**src/rtl/l2_way_writer_if.sv**
```systemverilog
// l2_way_writer_if
// Bundles the request handshake and the L2 data-array side of the
// l2_way_writer block.
//   slave  modport : the writer itself (takes requests, drives the arrays)
//   master modport : whoever offers requests and returns array read data
// Signals:
//   req_valid/req_ready            request handshake
//   req_way/req_index/req_data/req_mask  request payload (one-hot way, byte mask)
//   rd_en/rd_way                   merge read strobe and read-mux select
//   arr_rdata                      muxed array data, valid the cycle after rd_en
//   arr_index                      array address shared by read and write
//   way_we/arr_wdata               one-hot way write enable and merged line
//   done/way_err                   completion pulse / bad-way pulse
interface l2_way_writer_if #(
    parameter int INDEX_WIDTH = 3,
    parameter int LINE_BYTES  = 16
);
    logic                   req_valid;
    logic                   req_ready;
    logic [3:0]             req_way;
    logic [INDEX_WIDTH-1:0] req_index;
    logic [127:0]           req_data;
    logic [LINE_BYTES-1:0]  req_mask;
    logic                   rd_en;
    logic [3:0]             rd_way;
    logic [127:0]           arr_rdata;
    logic [INDEX_WIDTH-1:0] arr_index;
    logic [3:0]             way_we;
    logic [127:0]           arr_wdata;
    logic                   done;
    logic                   way_err;

    modport slave (
        input  req_valid, req_way, req_index, req_data, req_mask, arr_rdata,
        output req_ready, rd_en, rd_way, arr_index, way_we, arr_wdata, done, way_err
    );

    modport master (
        output req_valid, req_way, req_index, req_data, req_mask, arr_rdata,
        input  req_ready, rd_en, rd_way, arr_index, way_we, arr_wdata, done, way_err
    );
endinterface

```
**src/rtl/l2_way_writer.sv**
```systemverilog
// l2_way_writer
// Write side of the 4-way L2 data arrays. Requests (memory fills and
// byte-masked L1 writebacks) are queued in a small FIFO, then each one is
// applied with a read-modify-write: read the target way, merge the masked
// bytes, write the merged line back with a one-hot way enable.
// Ports:
//   clk  rising-edge clock
//   rst  synchronous active-high reset (drops queued and in-flight requests)
//   bus  l2_way_writer_if.slave (request handshake + array interface)
// Optional feature macro: L2_WRITER_FULLLINE_FAST_EN
//   When defined, a request with an all-ones mask goes IDLE->WR directly
//   and writes req_data without reading the array.
module l2_way_writer #(
    parameter int INDEX_WIDTH = 3,
    parameter int FIFO_DEPTH  = 2,
    parameter int LINE_BYTES  = 16
) (
    input  logic           clk,
    input  logic           rst,
    l2_way_writer_if.slave bus
);
    localparam int AW = (FIFO_DEPTH > 1) ? $clog2(FIFO_DEPTH) : 1;
    localparam logic [AW:0]   CNT_FULL = (AW+1)'(FIFO_DEPTH);
    localparam logic [AW:0]   CNT_ONE  = (AW+1)'(1);
    localparam logic [AW:0]   CNT_ZERO = (AW+1)'(0);
    localparam logic [AW-1:0] PTR_ONE  = AW'(1);

    typedef enum logic [1:0] {
        ST_IDLE = 2'd0,
        ST_RD   = 2'd1,
        ST_MRG  = 2'd2,
        ST_WR   = 2'd3
    } state_t;

    // True when exactly one bit of the way select is set.
    function automatic logic is_onehot4(input logic [3:0] w);
        return (w != 4'b0000) && ((w & (w - 4'd1)) == 4'b0000);
    endfunction

    // Byte-wise merge: masked bytes come from new data, the rest from the array.
    function automatic logic [127:0] merge_line(input logic [LINE_BYTES-1:0] m,
                                                input logic [127:0] nd,
                                                input logic [127:0] od);
        logic [127:0] r;
        r = od;
        for (int i = 0; i < LINE_BYTES; i++) begin
            if (m[i]) r[i*8 +: 8] = nd[i*8 +: 8];
        end
        return r;
    endfunction

    logic [3:0]             fifo_way_r   [FIFO_DEPTH];
    logic [INDEX_WIDTH-1:0] fifo_index_r [FIFO_DEPTH];
    logic [127:0]           fifo_data_r  [FIFO_DEPTH];
    logic [LINE_BYTES-1:0]  fifo_mask_r  [FIFO_DEPTH];
    logic [AW-1:0]          wr_ptr_r, rd_ptr_r;
    logic [AW:0]            count_r;

    state_t                 state_r, state_s;
    logic [3:0]             work_way_r;
    logic [INDEX_WIDTH-1:0] work_index_r;
    logic [127:0]           work_data_r;
    logic [LINE_BYTES-1:0]  work_mask_r;

    logic                   full_s, empty_s, push_s, pop_s, latch_s, fast_s;
    logic [3:0]             head_way_s;
    logic [LINE_BYTES-1:0]  head_mask_s;
    logic                   rd_en_s, done_s, way_err_s;
    logic [3:0]             rd_way_s, way_we_s;
    logic [127:0]           wdata_s;

    assign full_s      = (count_r == CNT_FULL);
    assign empty_s     = (count_r == CNT_ZERO);
    assign push_s      = bus.req_valid && !full_s;
    assign pop_s       = (state_r == ST_WR);
    assign latch_s     = (state_r == ST_IDLE) && !empty_s;
    assign head_way_s  = fifo_way_r[rd_ptr_r];
    assign head_mask_s = fifo_mask_r[rd_ptr_r];

`ifdef L2_WRITER_FULLLINE_FAST_EN
    assign fast_s = (head_mask_s == {LINE_BYTES{1'b1}});
`else
    assign fast_s = 1'b0;
`endif

    // FIFO payload storage; only written on an accepted request.
    always_ff @(posedge clk) begin
        if (push_s) begin
            fifo_way_r[wr_ptr_r]   <= bus.req_way;
            fifo_index_r[wr_ptr_r] <= bus.req_index;
            fifo_data_r[wr_ptr_r]  <= bus.req_data;
            fifo_mask_r[wr_ptr_r]  <= bus.req_mask;
        end
    end

    // FIFO pointers and occupancy; a simultaneous push and pop keeps the count.
    always_ff @(posedge clk) begin
        if (rst) begin
            wr_ptr_r <= {AW{1'b0}};
            rd_ptr_r <= {AW{1'b0}};
            count_r  <= CNT_ZERO;
        end else begin
            if (push_s) wr_ptr_r <= wr_ptr_r + PTR_ONE;
            if (pop_s)  rd_ptr_r <= rd_ptr_r + PTR_ONE;
            case ({push_s, pop_s})
                2'b10:   count_r <= count_r + CNT_ONE;
                2'b01:   count_r <= count_r - CNT_ONE;
                default: count_r <= count_r;
            endcase
        end
    end

    // Working copy of the head request; the MRG cycle folds the array data in.
    always_ff @(posedge clk) begin
        if (rst) begin
            work_way_r   <= 4'b0000;
            work_index_r <= {INDEX_WIDTH{1'b0}};
            work_data_r  <= 128'd0;
            work_mask_r  <= {LINE_BYTES{1'b0}};
        end else if (latch_s) begin
            // A malformed way select falls back to way0 so enables stay one-hot.
            work_way_r   <= is_onehot4(head_way_s) ? head_way_s : 4'b0001;
            work_index_r <= fifo_index_r[rd_ptr_r];
            work_data_r  <= fifo_data_r[rd_ptr_r];
            work_mask_r  <= head_mask_s;
        end else if (state_r == ST_MRG) begin
            work_data_r  <= merge_line(work_mask_r, work_data_r, bus.arr_rdata);
        end
    end

    // FSM state register.
    always_ff @(posedge clk) begin
        if (rst) state_r <= ST_IDLE;
        else     state_r <= state_s;
    end

    // FSM next-state logic.
    always_comb begin
        state_s = ST_IDLE;
        case (state_r)
            ST_IDLE: begin
                if (!empty_s) begin
                    if (fast_s) state_s = ST_WR;
                    else        state_s = ST_RD;
                end else begin
                    state_s = ST_IDLE;
                end
            end
            ST_RD:   state_s = ST_MRG;
            ST_MRG:  state_s = ST_WR;
            ST_WR:   state_s = ST_IDLE;
            default: state_s = ST_IDLE;
        endcase
    end

    // FSM output decode; strobes are suppressed while reset is asserted.
    always_comb begin
        rd_en_s   = 1'b0;
        rd_way_s  = 4'b0000;
        way_we_s  = 4'b0000;
        wdata_s   = 128'd0;
        done_s    = 1'b0;
        way_err_s = 1'b0;
        case (state_r)
            ST_IDLE: begin
                if (!rst && !empty_s && !is_onehot4(head_way_s)) way_err_s = 1'b1;
                else                                             way_err_s = 1'b0;
            end
            ST_RD: begin
                if (!rst) begin
                    rd_en_s  = 1'b1;
                    rd_way_s = work_way_r;
                end else begin
                    rd_en_s  = 1'b0;
                end
            end
            ST_MRG: begin
                rd_way_s = work_way_r;
            end
            ST_WR: begin
                if (!rst) begin
                    way_we_s = work_way_r;
                    wdata_s  = work_data_r;
                    done_s   = 1'b1;
                end else begin
                    done_s   = 1'b0;
                end
            end
            default: begin
                rd_en_s = 1'b0;
            end
        endcase
    end

    assign bus.req_ready = !full_s;
    assign bus.rd_en     = rd_en_s;
    assign bus.rd_way    = rd_way_s;
    assign bus.arr_index = work_index_r;
    assign bus.way_we    = way_we_s;
    assign bus.arr_wdata = wdata_s;
    assign bus.done      = done_s;
    assign bus.way_err   = way_err_s;
endmodule

```
**src/flat_wrapper.sv**
```systemverilog
// flat-port wrapper written by rule: the top's interface ports become plain ports
module l2_way_writer_flat 
#(
    parameter int INDEX_WIDTH = 3,
    parameter int FIFO_DEPTH  = 2,
    parameter int LINE_BYTES  = 16
)
  (clk, rst, bus_req_valid, bus_req_way, bus_req_index, bus_req_data, bus_req_mask, bus_arr_rdata, bus_req_ready, bus_rd_en, bus_rd_way, bus_arr_index, bus_way_we, bus_arr_wdata, bus_done, bus_way_err);
  l2_way_writer_if #(.INDEX_WIDTH(INDEX_WIDTH), .LINE_BYTES(LINE_BYTES)) bus_i ();
  input  logic clk;
  input  logic rst;
  input wire logic [$bits(bus_i.req_valid)-1:0] bus_req_valid;
  input wire logic [$bits(bus_i.req_way)-1:0] bus_req_way;
  input wire logic [$bits(bus_i.req_index)-1:0] bus_req_index;
  input wire logic [$bits(bus_i.req_data)-1:0] bus_req_data;
  input wire logic [$bits(bus_i.req_mask)-1:0] bus_req_mask;
  input wire logic [$bits(bus_i.arr_rdata)-1:0] bus_arr_rdata;
  output wire logic [$bits(bus_i.req_ready)-1:0] bus_req_ready;
  output wire logic [$bits(bus_i.rd_en)-1:0] bus_rd_en;
  output wire logic [$bits(bus_i.rd_way)-1:0] bus_rd_way;
  output wire logic [$bits(bus_i.arr_index)-1:0] bus_arr_index;
  output wire logic [$bits(bus_i.way_we)-1:0] bus_way_we;
  output wire logic [$bits(bus_i.arr_wdata)-1:0] bus_arr_wdata;
  output wire logic [$bits(bus_i.done)-1:0] bus_done;
  output wire logic [$bits(bus_i.way_err)-1:0] bus_way_err;
  assign bus_i.req_valid = bus_req_valid;
  assign bus_i.req_way = bus_req_way;
  assign bus_i.req_index = bus_req_index;
  assign bus_i.req_data = bus_req_data;
  assign bus_i.req_mask = bus_req_mask;
  assign bus_i.arr_rdata = bus_arr_rdata;
  assign bus_req_ready = bus_i.req_ready;
  assign bus_rd_en = bus_i.rd_en;
  assign bus_rd_way = bus_i.rd_way;
  assign bus_arr_index = bus_i.arr_index;
  assign bus_way_we = bus_i.way_we;
  assign bus_arr_wdata = bus_i.arr_wdata;
  assign bus_done = bus_i.done;
  assign bus_way_err = bus_i.way_err;
  l2_way_writer #(.INDEX_WIDTH(INDEX_WIDTH), .FIFO_DEPTH(FIFO_DEPTH), .LINE_BYTES(LINE_BYTES)) u_core (.clk(clk), .rst(rst), .bus(bus_i));
endmodule
```
**config.mk**
```make
export PLATFORM = sky130hd
export DESIGN_NAME = l2_way_writer_flat
export DESIGN_NICKNAME = d
export VERILOG_FILES = /design/src/rtl/l2_way_writer_if.sv /design/src/rtl/l2_way_writer.sv /design/src/flat_wrapper.sv
export SDC_FILE = /design/constraint.sdc
export NUM_CORES = 1
export LEC_CHECK = 0
export BUFFER_PORTS_ARGS = -buffer_cell sky130_fd_sc_hd__buf_4
export CAP_MARGIN = 20
export CORE_ASPECT_RATIO = 1.1
export CORE_MARGIN = 4
export CORE_UTILIZATION = 28
export DETAILED_ROUTE_END_ITERATION = 16
export SYNTH_ARGS = -nofsm -noshare
export SYNTH_HDL_FRONTEND = slang
export SYNTH_SLANG_ARGS = --single-unit
```
**constraint.sdc**
```tcl
create_clock -name clk -period 8.2 [get_ports clk]
set_clock_uncertainty 0.2 [all_clocks]
set_input_delay 1.64 -clock clk [delete_from_list [all_inputs] [get_ports clk]]
set_output_delay 1.64 -clock clk [all_outputs]
set_load 0.02 [all_outputs]
```
Yosys cells after proc, flatten, opt, wreduce, memory -nomap -nowiden
Memory sizes are Yosys's and may differ from the RTL's. A register that Yosys moved wholly into a read port is not among the register bits.
Cells that the tools add are included.

storage, ports and cells
  flip-flop bits (word level) = 138
  bits in writable memories = 302
  input port bits = 282
  output and inout bits = 143
  word-level logic and storage cells = 122
  memories kept = 4

memories
  memory               words  width  rd ports  clocked after Yosys merged registers in  wr ports  line                 RTL
  u_core.fifo_data_r   2      128    1         1                                        1         l2_way_writer.sv:54  logic [127:0] fifo_data_r [FIFO_DEPTH];
  u_core.fifo_mask_r   2      16     1         1                                        1         l2_way_writer.sv:55  logic [LINE_BYTES-1:0] fifo_mask_r [FIFO_DEPTH];
  u_core.fifo_way_r    2      4      1         1                                        1         l2_way_writer.sv:52  logic [3:0] fifo_way_r [FIFO_DEPTH];
  u_core.fifo_index_r  2      3      1         1                                        1         l2_way_writer.sv:53  logic [INDEX_WIDTH-1:0] fifo_index_r [FIFO_DEPTH];

cells by class
  add/sub/neg operators = 5
  equality and inequality tests = 22
  mux-type cells = 38
  bitwise gates (word level) = 1
  reduce and logical (&&, ||, !) cells = 31

operator list
  kind                 number
  $mux 128             4
  $mux 8               16
  $ne 2x2->1 const B   16
  $reduce_and 2->1     16
  $mux 1               12
  $mux 4               3
  $eq 2x2->1 const B   4
  $pmux 2 s4           1
  $pmux 4 s2           1
  $logic_and 1x1->1    5
  $and 4x4->4          1
  $eq 2x1->1 const B   2
  $logic_not 1->1      4
  $logic_not 2->1      2
  $logic_not 4->1      1
  $pmux 2 s2           1
  $reduce_bool 2->1    2
  $reduce_bool 4->1    1
  $sub 4x1->4 const B  1
  $add 1x1->1 const B  2
  $add 2x1->2 const B  1
  $sub 2x1->2 const B  1

Logic depth before layout (Yosys ltp)
  depth in word-level cells = 8
  mapped depth = 8
  mapped depth without buffers = 6

Worst setup path before layout
No wires, ideal clock.

  path type = input to register
  start = input bus_req_valid
  end = memory u_core.fifo_data_r[0][0], enable pin
  setup time = 0.664 ns
  data arrival time = 8.007 ns
  required time = 7.336 ns
  path slack = -0.671 ns
  cell stages on the path = 2
  path buffers = 0
  cell sequence = nand2_1 > nor2_1

between the ends
  longest elaborated chain between the ends = 3

ends and longest elaborated chain
  element                       line                 RTL
  start: declaration            flat_wrapper.sv:12   input wire logic [$bits(bus_i.req_valid)-1:0] bus_req_valid;
  $logic_and 1x1->1             l2_way_writer.sv:74  assign push_s = bus.req_valid && !full_s;
  $mux 1                        l2_way_writer.sv:88  if (push_s) begin
  $mux 1 (implied by the code)  l2_way_writer.sv:91  fifo_data_r[wr_ptr_r] <= bus.req_data;
  end: declaration              l2_way_writer.sv:54

Every way passes these cells.

Worst setup path after layout
  start = input rst
  end = output bus_rd_way[1]

between the ends
  longest elaborated chain between the ends = 2

ends and longest elaborated chain
  element             line                  RTL
  start: declaration  flat_wrapper.sv:11    input logic rst;
  $mux 4              l2_way_writer.sv:170  if (!rst) begin
  $pmux 4 s2          l2_way_writer.sv:164  case (state_r)
  end: declaration    flat_wrapper.sv:20    output wire logic [$bits(bus_i.rd_way)-1:0] bus_rd_way;

Every way passes these cells.

==> results.md <==
* WP data arrival at 3320 ps
* I/O pins at 425
* Post-CTS Setup Inserts at 0
* Unrepaired setup endpoints after global routing: no
* GP Congestion at roughly 0.83
* H-tree depth at 2
* Post-synth top area share at 49.44%
* Leak Pwr at 8.607 nW
* DRT antenna net count at 0
* Crit path time final at 5165 ps
* Chip Height at 276.5 µm
* # hold bufs at CTS at 0
* # DRC at 0
* Achievable clock frequency at 193.6 MHz
* First-pass GRT wire length at 78,050 µm
* DRT Pass-1 Iters at 4
* Yosys reg bits at 460
* Area of the mapped netlist at about 0.018 mm²
* CTS Buf Count at 49
* CP Max Fanout at 88
* Avg Cell Area, Syn at 12.40 µm²
* Via count at 12,840
* Fillers at 6,316
* Clock Tree Buf Depth at 3
* Tightest hold margin at between 200 and 250 ps
* Reg clk slew, reported paths at 60 ps
* CTS root buf: clkbuf_16
* Initial antenna violation count at 4
* Most frequent cells in the layout: buf_4, edfxtp_1, nand2_1
* CP endpoint kind: output pin
* Worst Tran Pin Value at ~1100 ps
* Req. time, crit path at around 6400 ps
* Remaining global-route overflow at 0
* Yosys warnings at 0
* HPWL Detailed at 35,690 µm
* Highest Signal Layer: met5
* Final Hold Viols at 0
* Asr flop ratio synth at 0%
* Leading cell type in the layout, fill and taps excluded: buf_4
* Post_cts resized at 0
* Nets at 2,167
* 1st-iter DRT viols at 560
* Status: finished, final reports clean
* Top FF cell, synth: edfxtp_1
* Initial Utilization at between 20% and 30%
* Pin count of the biggest net entering global routing at about 130
* Setup TNS at 0 ps
* Die W at about 250 µm
* Worst VDD drop at 0.2055 mV
* Max-cap violations at 0
* Sequential share of the synthesized area at 66.68%
* CTS tree: yes
* Final setup vio count at 0
* Post-synth cell types at 35
* Total Routing Usage GR at about 14%
* Vias per cell at 4.635
* Die area at approximately 0.070 mm²
* IO Port Bufs at ~420
* Final period utilization at 62.99%
* Fraction of layout cells with a size suffix above 1 at 27.41%
* DR WL/cell at 18.92 µm
* Worst skew pair latency at roughly 570 ps
* Power Dens Cells at around 320 mW/mm²
* Drt total wl at roughly 52,000 µm
* Vias in the first global route at 13,100
* EDFF count, synth at 302
* Met3 routed WL at roughly 3800 µm
* Startpoint Class: primary input
* P&R area growth vs syn at 31.34%
* Syn Nets at 1,767
* Utilization after layout at 37.07%
* Area contributors post-synth: edfxtp_1, dfxtp_1, mux2i_1
* Pins Over Slew Limit at 0
* Setup CP Type: in -> out
* Cells after Synth at 1,479
* Relative slew slack at between 20% and 30%
* WL met2 at approximately 25,000 µm
* Met1 WL at 21,980 µm
* Hold Crit Class: reg -> reg
* Leading area contributor after synthesis: edfxtp_1
* Core footprint at around 0.065 mm²
* Clock sinks at 460
* # rows at 98
[area by class of cell]
type,instances,area [µm²],share of cell area (%)
diodes,1,2.502,0.01039
clock buffers,64,1365,5.666
clock inverters,27,299.0,1.241
inverters,7,26.28,0.1091
multi-input cells,923,5753,23.88
flip-flops and latches,460,12240,50.79
well taps,850,1064,4.414
repair buffers,438,3346,13.89
[stage by stage]
stage                     cells  cell area [µm²]  setup WS, ps  power (mW)
after detailed placement   2678            22430          2918       5.471
after CTS                  2769            24090          2907       7.799
after global routing       2769            24090          2862       8.144
after floorplan            1479            18350          1880       4.683
after global placement     2676            22390          2596       5.408
final                      2770            24090          3035       7.678
[Yosys cell counts, types with 2 or more instances]
master and n:
mux2i_1 148, o21ai_0 3, edfxtp_1 302, inv_1 7, mux2i_4 2, xor2_1 2
ha_1 6, o21a_1 17, a21oi_1 136, dfxtp_1 158, xnor2_1 4, o21ai_1 16
buf_1 8, nor2_1 34, buf_2 18, nor2b_1 3, clkbuf_1 61, nand4_1 2
nand2_1 258, and2_1 132, a211oi_1 20, a21o_1 2, o211ai_1 128
[logic make-up after synthesis]
logic type	synth area share (%)
flip-flops	66.68
AND/OR/NAND/NOR	10.82
AO/OA/AOI/OAI	11.27
multiplexers	8.383
buffers and inverters	2.149
XOR/XNOR	0.2865
adder cells (fa/ha/maj)	0.4092
[worst max-delay path, stage by stage]
cell	delay, ps
buf_6	530
nor2b_1	140
o21ai_0	640
nor2_1	120
buf_4	190
[sequential cells by signal, summed over array words and instances, names as in the netlist, named ones only]
signal,count
u_core.work_data_r,128
u_core.wr_ptr_r,1
u_core.fifo_way_r,8
u_core.state_r,2
u_core.work_mask_r,16
u_core.fifo_data_r,256
u_core.work_way_r,4
u_core.fifo_mask_r,32
u_core.fifo_index_r,6
u_core.rd_ptr_r,1
u_core.bus.arr_index,3
u_core.count_r,2
[where the power goes]
| group | internal, mW | switching (mW) | total, mW |
|---|---|---|---|
| registers | 3.03 | 0.276 | 3.31 |
| logic | 0.714 | 1.37 | 2.09 |
| clock network | 1.36 | 0.914 | 2.28 |
| total | 5.11 | 2.56 | 7.68 |
[path summary, 6_finish.rpt]
check / from / endpoint / slack (ps) / depth (start not counted)
worst max-delay path: rst / bus_rd_way[1] / 3040 / 5
worst min-delay path: u_core.work_data_r[76] / u_core.work_data_r[76] / 250 / 2
worst max register to register: u_core.state_r[0] / u_core.work_data_r[87] / 4910 / 7
worst min register to register: u_core.work_data_r[76] / u_core.work_data_r[76] / 250 / 2
[routing by layer]
metal / global-route usage (%) / up-vias
met5: 0 / -
met4: 4.075 / 4
met3: 4.149 / 87
met2: 24.17 / 402
met1: 17.76 / 6154
li1: - / 6193
Power figures use the tool's default switching activity.
